$ cat config.mk
export PLATFORM = sky130hd
export DESIGN_NAME = relay_sink_flat
export DESIGN_NICKNAME = d
export VERILOG_FILES = /design/src/rtl/relay_sink_if.sv /design/src/rtl/relay_sink.sv /design/src/flat_wrapper.sv
export SDC_FILE = /design/constraint.sdc
export NUM_CORES = 1
export LEC_CHECK = 0
export CORE_ASPECT_RATIO = 0.8
export CORE_MARGIN = 5
export CORE_UTILIZATION = 25
export CTS_CLUSTER_SIZE = 25
export DETAILED_ROUTE_END_ITERATION = 10
export PLACE_DENSITY = 0.47
export SKIP_LAST_GASP = 1
export SYNTH_ARGS = -nofsm -noshare
export SYNTH_HDL_FRONTEND = slang
export SYNTH_SLANG_ARGS = --single-unit
$ cat constraint.sdc
create_clock -name clk -period 3.73 [get_ports clk]
set_input_delay 0.746 -clock clk [delete_from_list [all_inputs] [get_ports clk]]
set_output_delay 0.746 -clock clk [all_outputs]
set_load 0.02 [all_outputs]
$ cat src/rtl/relay_sink_if.sv
// Data-width package and the upstream/reader bus bundle for relay_sink.
// The beats/stalls signals exist only when RELAY_SINK_STATS_EN is defined.
package relay_sink_pkg;
  localparam int unsigned NUM = 15;
endpackage

interface relay_sink_if #(
  parameter int unsigned DEPTH = 4
) ();
  localparam int unsigned CW = $clog2(DEPTH) + 1;

  logic signed [relay_sink_pkg::NUM:0] in;
  logic                                _valid;
  logic                                delay_;
  logic                                rd;
  logic                                valid;
  logic signed [relay_sink_pkg::NUM:0] out;
  logic [CW-1:0]                       count;
`ifdef RELAY_SINK_STATS_EN
  logic [31:0]                         beats;
  logic [31:0]                         stalls;
`endif

  // Upstream relay and reader side
  modport master (
    output in, _valid, rd,
    input  delay_, valid, out, count
`ifdef RELAY_SINK_STATS_EN
    , input beats, stalls
`endif
  );

  // Sink side
  modport slave (
    input  in, _valid, rd,
    output delay_, valid, out, count
`ifdef RELAY_SINK_STATS_EN
    , output beats, stalls
`endif
  );
endinterface

$ cat src/rtl/relay_sink.sv
// First-word-fall-through FIFO terminating a relay chain, with registered stall back to upstream.
// Optional RELAY_SINK_STATS_EN adds accepted-beat and stall-cycle counters.
module relay_sink #(
  parameter int unsigned DEPTH = 4
) (
  input logic         clk,
  input logic         reset,
  input logic         enable,
  relay_sink_if.slave bus
);
  localparam int unsigned AW = $clog2(DEPTH);
  localparam int unsigned CW = AW + 1;

  typedef logic signed [relay_sink_pkg::NUM:0] data_t;

  data_t          r_mem [DEPTH];
  logic [AW-1:0]  r_wptr;
  logic [AW-1:0]  r_rptr;
  logic [CW-1:0]  r_count;
  logic           r_d;

  logic           w_valid;
  logic           w_push;
  logic           w_pop;
  logic [CW-1:0]  w_count_next;

  assign w_valid      = (r_count != '0);
  assign w_push       = enable & ~reset & bus._valid & ~r_d;
  assign w_pop        = enable & ~reset & bus.rd & w_valid;
  assign w_count_next = r_count + CW'(w_push) - CW'(w_pop);

  // Pointers, occupancy and the stall flag; disabled cycles see no push/pop so state holds
  always_ff @(posedge clk) begin
    if (reset) begin
      r_wptr  <= '0;
      r_rptr  <= '0;
      r_count <= '0;
      r_d     <= 1'b0;
    end else begin
      if (w_push) r_wptr <= r_wptr + AW'(1);
      if (w_pop)  r_rptr <= r_rptr + AW'(1);
      r_count <= w_count_next;
      r_d     <= (w_count_next == CW'(DEPTH));
    end
  end

  // Storage needs no reset: only entries below count are ever exposed
  always_ff @(posedge clk) begin
    if (w_push) r_mem[r_wptr] <= bus.in;
  end

  // Reset masks the stale stall flag so upstream only sees NOT enable during reset
  assign bus.delay_ = (r_d & ~reset) | ~enable;
  assign bus.valid  = w_valid;
  assign bus.out    = w_valid ? r_mem[r_rptr] : '0;
  assign bus.count  = r_count;

`ifdef RELAY_SINK_STATS_EN
  logic [31:0] r_beats;
  logic [31:0] r_stalls;

  // Free-running wrap-around statistics
  always_ff @(posedge clk) begin
    if (reset) begin
      r_beats  <= '0;
      r_stalls <= '0;
    end else begin
      if (w_push) r_beats <= r_beats + 32'd1;
      if (enable & bus._valid & r_d) r_stalls <= r_stalls + 32'd1;
    end
  end

  assign bus.beats  = r_beats;
  assign bus.stalls = r_stalls;
`endif

endmodule

$ cat src/flat_wrapper.sv
// flat-port wrapper written by rule: the top's interface ports become plain ports
module relay_sink_flat 
#(
  parameter int unsigned DEPTH = 4
)
  (clk, reset, enable, bus_in, bus__valid, bus_rd, bus_delay_, bus_valid, bus_out, bus_count);
  relay_sink_if #(.DEPTH(DEPTH)) bus_i ();
  input logic clk;
  input logic reset;
  input logic enable;
  input wire logic [$bits(bus_i.in)-1:0] bus_in;
  input wire logic [$bits(bus_i._valid)-1:0] bus__valid;
  input wire logic [$bits(bus_i.rd)-1:0] bus_rd;
  output wire logic [$bits(bus_i.delay_)-1:0] bus_delay_;
  output wire logic [$bits(bus_i.valid)-1:0] bus_valid;
  output wire logic [$bits(bus_i.out)-1:0] bus_out;
  output wire logic [$bits(bus_i.count)-1:0] bus_count;
  assign bus_i.in = bus_in;
  assign bus_i._valid = bus__valid;
  assign bus_i.rd = bus_rd;
  assign bus_delay_ = bus_i.delay_;
  assign bus_valid = bus_i.valid;
  assign bus_out = bus_i.out;
  assign bus_count = bus_i.count;
  relay_sink #(.DEPTH(DEPTH)) u_core (.clk(clk), .reset(reset), .enable(enable), .bus(bus_i));
endmodule
==> impl_metrics.ini, run 1 <==
[status]
status = complete, no violations

[clock_network]
cts_buffer_depth = 2
ctsResizeCount = 0
postCtsSetupBuffers = 0
hold_buffers = 0
clk_latency_ns = 0.32
htree_levels = 3
cts_tree = done
cts_sinks = 74
clk_pin_slew_ns = 0.06
cts_buffers = 9
clockRootBuffer = clkbuf_16

[die]
fp.dieH_um = 107.8
die_area_um2 = 14250
chipWidth_um = 132.2
start_util_pct = 25.74
coreArea_um2 = 11600
num_rows = 35
ioPinCount = 42

[grt]
grt.total_usage_pct = 8.167
first_global_vias = 1543
grt_max_degree = 17
grt_pass1_wl_mm = 8.631
antenna_found_initial = 0
grt_overflow_total = 0

[sta]
hold_viol_final = 0
finalMaxSlewViolations = 0
period_minus_slack_ns = 3.018
worst_slew_pin_slew_ns = 0.5725
finClkSkew_ns = 0.007127
finalSetupTns_ns = 0
min_period_over_period_pct = 80.90
rsz0062_at_grt = false
maxSlewHeadroom_pct = 61.71
fmax_ghz = 0.3314
setup_viol = 0

[critical_path]
start_kind = register
arrival_ns = 2.27
path_class = register to primary output
r2r_slack_ns = 1.44
cp.required_ns = 2.98
crit_fanout = 16
endpoint_kind = primary output

[hold_path]
hp-class = register to register

[finish]
post-route-util_pct = 33.24
most-common-layout-cells = edfxtp_1 (64), clkdlybuf4s50_1 (41), nor2b_1 (15)
stdcell_count = 360
area_delta_synth_final_pct = 29.16
fin_nets = 235
n_antenna_cell = 0
layout_commonest_cell = edfxtp_1
drive_gt1_share_pct = 17.92
num-fill-cells = 1109

[synthesis]
syn_nets = 182
synthCells = 154
synth_cell_types = 24
synth_area_um2 = 2987
avgSynthCellArea_um2 = 19.39
synthTopCellsByArea = edfxtp_1 (64%), mux4_2 (7.5%), dfxtp_1 (6.7%)
synth_seq_cells = 74
synth_warnings = 0
synth_top_area_share_pct = 64.35
ys_seq_area_share_pct = 71.05
yosys.area.top_type = edfxtp_1

[route]
drt-initial-drc-count = 79
dr_total_vias = 1431
drt_first_pass_iters = 4
totalWireLength_mm = 5.448
vias_per_cell = 3.975
wl_per_cell_um = 15.13
postRouteAntennaNets = 0
drc = 0

[pwr]
power.share.switching_pct = 25.27
ir_worst_vdd_v = 0.0002131
p_per_area_nw_per_um2 = 544.4
p_sw_mw = 0.5307
internal-power_mw = 1.569
combPwrFrac_pct = 18.8
seqPwrFrac_pct = 44.7
leakage_nw = 1.265
clkPwrFrac_pct = 36.5

[job]
maxCapViolCount = 0

[placed_design]
placed_cells = 344
post-dp-hpwl_mm = 3.622
port-buffer-count = 41
place.gp.congestion = 0.6627
-- sequential cells by signal, summed over array words and instances, names as in the netlist, named ones only --
register and flops:
u_core.bus.count 3, u_core.r_d 1, u_core.r_mem 64, u_core.r_rptr 2, u_core.r_wptr 2
-- per-layer routing --
layer / wire length [µm] / up-vias / global-route usage (%)
met5: 0 / - / 0
met4: 66 / 0 / 2.398
met3: 270 / 6 / 3.879
met1: 2548 / 703 / 9.965
met2: 2563 / 28 / 12.94
li1: - / 694 / -
-- kinds of logic after synthesis --
group                      count (synthesis)  share of synthesized area (%)
xor gates and xnor gates                   4                          1.173
and+or+nand+nor                           32                          7.415
muxes                                     17                          13.15
adders and majority gates                  7                          3.184
buffers and inverters                     16                          2.974
DFF                                       74                          71.05
AOI/OAI and AO/OA                          4                          1.047
-- final timing paths --
check / startpoint / to / cells after the start
hold / removal: u_core.r_rptr[1] / u_core.r_rptr[1] / 2
setup / recovery: register / bus_out[15] / 4
setup reg to reg: u_core.bus.count[2] / u_core.r_d / 9
hold reg to reg: u_core.r_rptr[1] / u_core.r_rptr[1] / 2
-- synth_stat cells --
| cell | number |
|---|---|
| edfxtp_1 | 64 |
| nor2b_1 | 15 |
| dfxtp_1 | 10 |
| mux4_2 | 10 |
| inv_1 | 9 |
| ha_1 | 6 |
| mux4_1 | 6 |
| nor2_1 | 6 |
| and2_1 | 4 |
| buf_2 | 4 |
| xnor2_1 | 4 |
| nor2b_4 | 3 |
| o21ai_0 | 2 |
| a21oi_1 | 1 |
| buf_12 | 1 |
| buf_6 | 1 |
| clkbuf_1 | 1 |
| fa_1 | 1 |
| mux2i_1 | 1 |
| nor3_4 | 1 |
| nor4_1 | 1 |
| nor4bb_1 | 1 |
| o311ai_2 | 1 |
| or3_1 | 1 |
-- worst max-delay path: stages, from the launching register on --
cell and delay, ns:
dfxtp_1 0.31, buf_4 0.31, mux4_1 0.59, nor2b_1 0.16, clkdlybuf4s50_1 0.57
-- layout make-up --
class	count	area (µm²)	area share, %
sequential	74	2122	55.01
multi-input combinational	64	775.7	20.11
tap	148	185.2	4.801
clock inverter	6	41.29	1.070
clock buffer	10	229.0	5.936
inverter	9	33.78	0.8758
timing repair buffer	49	470.5	12.20
-- through the flow --
stage               cell area, µm²  total power, mW  hold slack (ns)  setup WS, ns
floorplan                     2987            1.185           0.4591         1.290
global placement              3587            1.363           0.4951        0.7589
detailed placement            3587            1.364           0.4941        0.7344
CTS                           3857            2.138           0.5035        0.6466
global route                  3857            2.200           0.5357        0.5960
finish                        3857            2.100           0.4961        0.7124
-- power groups by stage --
stage / combinational, mW / sequential, mW / clock, mW
floorplan: 0.223 / 0.962 / 0
global placement: 0.406 / 0.958 / 0
detailed placement: 0.407 / 0.957 / 0
CTS: 0.407 / 0.940 / 0.791
global route: 0.431 / 0.942 / 0.826
finish: 0.395 / 0.939 / 0.766
(Power assumes the default switching activity.)
==> run 2: changes to the inputs <==
--- a/config.mk
+++ b/config.mk
@@ -10,7 +10,7 @@
 export CORE_UTILIZATION = 25
 export CTS_CLUSTER_SIZE = 25
 export DETAILED_ROUTE_END_ITERATION = 10
-export PLACE_DENSITY = 0.47
+export PLACE_DENSITY = 0.48
 export SKIP_LAST_GASP = 1
 export SYNTH_ARGS = -nofsm -noshare
 export SYNTH_HDL_FRONTEND = slang
==> constraint.sdc (replaced) <==
create_clock -name clk -period 2.65 [get_ports clk]
set_input_delay 0.53 -clock clk [delete_from_list [all_inputs] [get_ports clk]]
set_output_delay 0.53 -clock clk [all_outputs]
set_load 0.02 [all_outputs]
==> impl_metrics.ini, run 2 (synthesis results as in run 1) <==
[sta]
min_period_over_period_pct = 97.06
period_minus_slack_ns = 2.572
setup_viol = 0
maxSlewHeadroom_pct = 70.71
hold_ws_ns = 0.4920
rsz0062_at_grt = true
hold_viol_final = 0
finalMaxSlewViolations = 0
finClkSkew_ns = 0.003115
worst_slew_pin_slew_ns = 0.4335
fin_ws_ns = 0.07796
fmax_ghz = 0.3888

[critical_path]
cp.required_ns = 2.12
arrival_ns = 2.04
cpMaxStageDelayCell = clkdlybuf4s50_1
crit_fanout = 9
path_class = register to primary output
path_cells = buf_6 > mux4_2 > nor2b_4 > clkdlybuf4s50_1
cpPeakStageDelay_ns = 0.53
endpoint_kind = primary output
start_kind = register

[finish]
stdcell_count = 369
regMostFlops = u_core.r_mem
fin_nets = 244
num-fill-cells = 1080
area_delta_synth_final_pct = 33.10
layout_commonest_cell = edfxtp_1
largest_register_ffs = 64
seq_area_um2 = 2122
most-common-layout-cells = edfxtp_1 (64), clkdlybuf4s50_1 (28), buf_4 (16)
multi_input_area_um2 = 775.7
final_area_um2 = 3975
n_antenna_cell = 0
drive_gt1_share_pct = 20.36

[clock_network]
hold_buffers = 0
cts_buffer_depth = 2
cts_tree = done
postCtsSetupBuffers = 0
clockRootBuffer = clkbuf_16
cts_buffers = 9
htree_levels = 3
clk_pin_slew_ns = 0.05
cts_sinks = 74
clk_latency_ns = 0.32

[grt]
first_global_vias = 1667
grt_max_degree = 18
grt_pass1_wl_mm = 9.039
grt_overflow_total = 0
antenna_found_initial = 0
grt.total_usage_pct = 8.415

[route]
top_layer = met4
drc = 0
vias_per_cell = 4.070
wl_met1_mm = 2.412
totalWireLength_mm = 5.484
drt_first_pass_iters = 4
dr_total_vias = 1502
postRouteAntennaNets = 0
wl_met2_mm = 2.761
met3_length_um = 247
drt-initial-drc-count = 58
wl_per_cell_um = 14.86

[pwr]
power_mw = 3.094
ir_worst_vdd_v = 0.0003061
p_per_area_nw_per_um2 = 778.4
leakage_nw = 1.456

[status]
status = complete, no violations

[die]
chipWidth_um = 132.2
fp.dieH_um = 107.8
ioPinCount = 42
coreArea_um2 = 11600
die_area_um2 = 14250
start_util_pct = 25.74
num_rows = 35

[placed_design]
port-buffer-count = 41
post-dp-hpwl_mm = 3.801
pre_cts_ws_ns = 0.02246
placed_cells = 353
place_area_um2 = 3655
place.gp.congestion = 0.6813

[job]
maxCapViolCount = 0

[hold_path]
hp-class = register to register
[run 2: changes by cell type in the layout (fill, tap and decap cells not counted), sizes merged]
cell and change:
dlymetal6s2s +6, buf +9, clkdlybuf4s50 -13, dlygate4sd2 +7, clkinv -1, inv -1
bufinv +2
[run 2: timing repair]
| item | in CTS | in global routing |
|---|---|---|
| endpoints found under the hold margin | 0 | 0 |
| pin swaps | 0 | 0 |
| endpoints found under the setup margin | 7 | 9 |
| gates resized for setup | 7 | 7 |
[run 2: power breakdown]
part / internal, mW / switching (mW) / total, mW
Clock: 0.816 / 0.414 / 1.23
Combinational: 0.262 / 0.277 / 0.538
Sequential: 1.30 / 0.0256 / 1.33
Total: 2.38 / 0.716 / 3.09
[run 2: final timing paths]
| check | start | depth (start not counted) | end | slack (ns) |
|---|---|---|---|---|
| hold / removal | u_core.r_rptr[1] | 2 | u_core.r_rptr[1] | 0.49 |
| setup reg to reg | u_core.bus.count[2] | 9 | u_core.r_d | 0.42 |
| hold reg to reg | u_core.r_rptr[1] | 2 | u_core.r_rptr[1] | 0.49 |
| setup / recovery | register | 4 | bus_out[5] | 0.08 |
[run 2: final cells by class]
| cell class | count | area share [%] |
|---|---|---|
| Sequential cell | 74 | 53.38 |
| Multi-Input combinational cell | 64 | 19.52 |
| Timing Repair Buffer | 58 | 13.79 |
| Clock buffer | 10 | 5.760 |
| Tap cell | 148 | 4.658 |
| Clock inverter | 6 | 2.046 |
| Inverter | 9 | 0.8499 |
[run 2: per-stage QoR]
stage	util, %	TNS, ns
detailed placement	31.49	0
floorplan	-	0
global route	34.25	-0.01682
finish	34.25	0
global placement	31.49	0
CTS	34.09	0
[run 2: per-layer routing]
| metal | vias to the layer above | track usage [%] |
|---|---|---|
| li1 | 715 | - |
| met1 | 748 | 9.979 |
| met2 | 31 | 13.77 |
| met3 | 8 | 3.505 |
| met4 | 0 | 3.052 |
| met5 | - | 0 |
[run 2: critical path: cells and delay by family (launching register included)]
family                 cells  cell delay, ns
flip-flops                 1            0.35
multiplexers               1            0.52
buffers and inverters      2            0.72
AND/OR/NAND/NOR            1            0.13
==> run 3: changes to the inputs <==
--- a/config.mk
+++ b/config.mk
@@ -7,10 +7,12 @@
 export LEC_CHECK = 0
 export CORE_ASPECT_RATIO = 0.8
 export CORE_MARGIN = 5
-export CORE_UTILIZATION = 25
+export CORE_UTILIZATION = 48
+export CTS_BUF_LIST = sky130_fd_sc_hd__clkbuf_16
 export CTS_CLUSTER_SIZE = 25
 export DETAILED_ROUTE_END_ITERATION = 10
-export PLACE_DENSITY = 0.48
+export PLACE_DENSITY = 0.78
+export REMOVE_ABC_BUFFERS = 1
 export SKIP_LAST_GASP = 1
 export SYNTH_ARGS = -nofsm -noshare
 export SYNTH_HDL_FRONTEND = slang
==> impl_metrics.ini, run 3 (synthesis results as in run 1) <==
[die]
coreArea_um2 = 5974
start_util_pct = 49.99
num_rows = 25
die_area_um2 = 7909
chipWidth_um = 98.19
ioPinCount = 42
fp.dieH_um = 80.55

[pwr]
combPwrFrac_pct = 17.6
clkPwrFrac_pct = 39.6
power_mw = 3.100
seqPwrFrac_pct = 42.8
p_sw_mw = 0.7238
ir_worst_vdd_v = 0.0004766
p_per_area_nw_per_um2 = 788.4
internal-power_mw = 2.376
leakage_nw = 1.514
power.share.switching_pct = 23.35

[finish]
stdcell_count = 298
regMostFlops = u_core.r_mem
layout_commonest_cell = edfxtp_1
area_delta_synth_final_pct = 31.63
most-common-layout-cells = edfxtp_1 (64), clkdlybuf4s50_1 (25), nor2b_1 (15)
num-fill-cells = 408
fin_nets = 240
drive_gt1_share_pct = 19.35
n_antenna_cell = 0
largest_register_ffs = 64
final_area_um2 = 3931

[route]
drc = 0
postRouteAntennaNets = 0
top_layer = met4
drt_first_pass_iters = 4
wl_met1_mm = 2.203
vias_per_cell = 5.161
wl_met2_mm = 2.745
totalWireLength_mm = 5.225
drt-initial-drc-count = 48
dr_total_vias = 1538
wl_per_cell_um = 17.53
met3_length_um = 198

[critical_path]
arrival_ns = 1.92
crit_fanout = 11
cp.required_ns = 2.12
endpoint_kind = primary output
cpMaxStageDelayCell = clkdlybuf4s50_1
startpoint = reset
crit_top_cell = clkdlybuf4s50_1
r2r_start = u_core.bus.count[2]
path_cells = clkdlybuf4s50_1 > buf_4 > o21ai_0 > clkdlybuf4s50_1
cpPeakStageDelay_ns = 0.63
path_class = input port to primary output
start_kind = input port

[sta]
setup_viol = 0
fin_ws_ns = 0.1957
worst_slew_pin_slew_ns = 0.4016
period_minus_slack_ns = 2.454
rsz0062_at_grt = false
finalMaxSlewViolations = 0
hold_viol_final = 0
finalSetupTns_ns = 0
fmax_ghz = 0.4074
min_period_over_period_pct = 92.62
maxSlewHeadroom_pct = 73.18
finClkSkew_ns = 0.003732

[hold_path]
hold_start = u_core.r_rptr[1]
hp-class = register to register

[clock_network]
cts_sinks = 74
clk_pin_slew_ns = 0.05
htree_levels = 3
clockRootBuffer = clkbuf_16
cts_buffer_depth = 2
hold_buffers = 0
cts_buffers = 9
clk_latency_ns = 0.32
postCtsSetupBuffers = 0
cts_tree = done

[placed_design]
place.gp.congestion = 0.7201
post-dp-hpwl_mm = 3.522
place_area_um2 = 3603
port-buffer-count = 41
placed_cells = 282
pre_cts_ws_ns = -0.08486

[grt]
antenna_found_initial = 0
grt_max_degree = 18
grt.total_usage_pct = 14.79
grt_overflow_total = 0
grt_pass1_wl_mm = 8.583
first_global_vias = 1671

[job]
maxCapViolCount = 0

[status]
status = complete, no violations
run 3: cell types whose count changed in the layout (fill, tap and decap cells not counted), moves of 3 or more:
cell and change:
clkdlybuf4s50_1 -3, buf_12 +5, buf_4 -8, dlymetal6s2s_1 +4
run 3: critical path: cells and delay by family:
family	cells	cell delay, ns
buf+inv	3	1.24
compound gates	1	0.16
run 3: final timing paths:
| check | slack [ns] | end | cells after the start |
|---|---|---|---|
| worst max register to register | 0.21 | u_core.r_d | 9 |
| worst min register to register | 0.53 | u_core.r_rptr[1] | 2 |
| worst min-delay path | 0.53 | u_core.r_rptr[1] | 2 |
| worst max-delay path | 0.20 | bus_delay_ | 4 |
run 3: power groups by stage:
stage / combinational [mW] / sequential (mW) / clock [mW]
floorplan: 0.280 / 1.37 / 0
global placement: 0.562 / 1.35 / 0
detailed placement: 0.577 / 1.35 / 0
CTS: 0.565 / 1.33 / 1.26
global route: 0.585 / 1.33 / 1.31
finish: 0.546 / 1.33 / 1.23
run 3: metrics by stage:
step	util (%)	hold WS [ns]
finish	65.80	0.5294
global route	65.80	0.5692
CTS	65.38	0.5321
detailed placement	60.31	0.5068
global placement	60.31	0.4837
floorplan	-	0.4516
run 3: layer usage:
| layer | GRT usage (%) | vias up |
|---|---|---|
| met2 | 26.02 | 40 |
| met1 | 16.66 | 778 |
| met3 | 5.469 | 9 |
| li1 | - | 711 |
| met4 | 5.321 | 0 |
| met5 | 0 | - |
run 3: final cells by class:
class / count / area, µm² / share of cell area [%]
inverter: 9 / 33.78 / 0.8593
tap: 81 / 101.3 / 2.578
clock inverter: 7 / 85.08 / 2.164
multi-input combinational: 64 / 775.7 / 19.73
sequential: 74 / 2122 / 53.98
timing repair buffer: 54 / 588.1 / 14.96
clock buffer: 9 / 225.2 / 5.729
run 3: repair_timing:
item	4_1_cts	5_1_grt
endpoints found under the hold margin	0	0
gates resized for setup	6	10
cloned	0	0
endpoints found under the setup margin	6	10
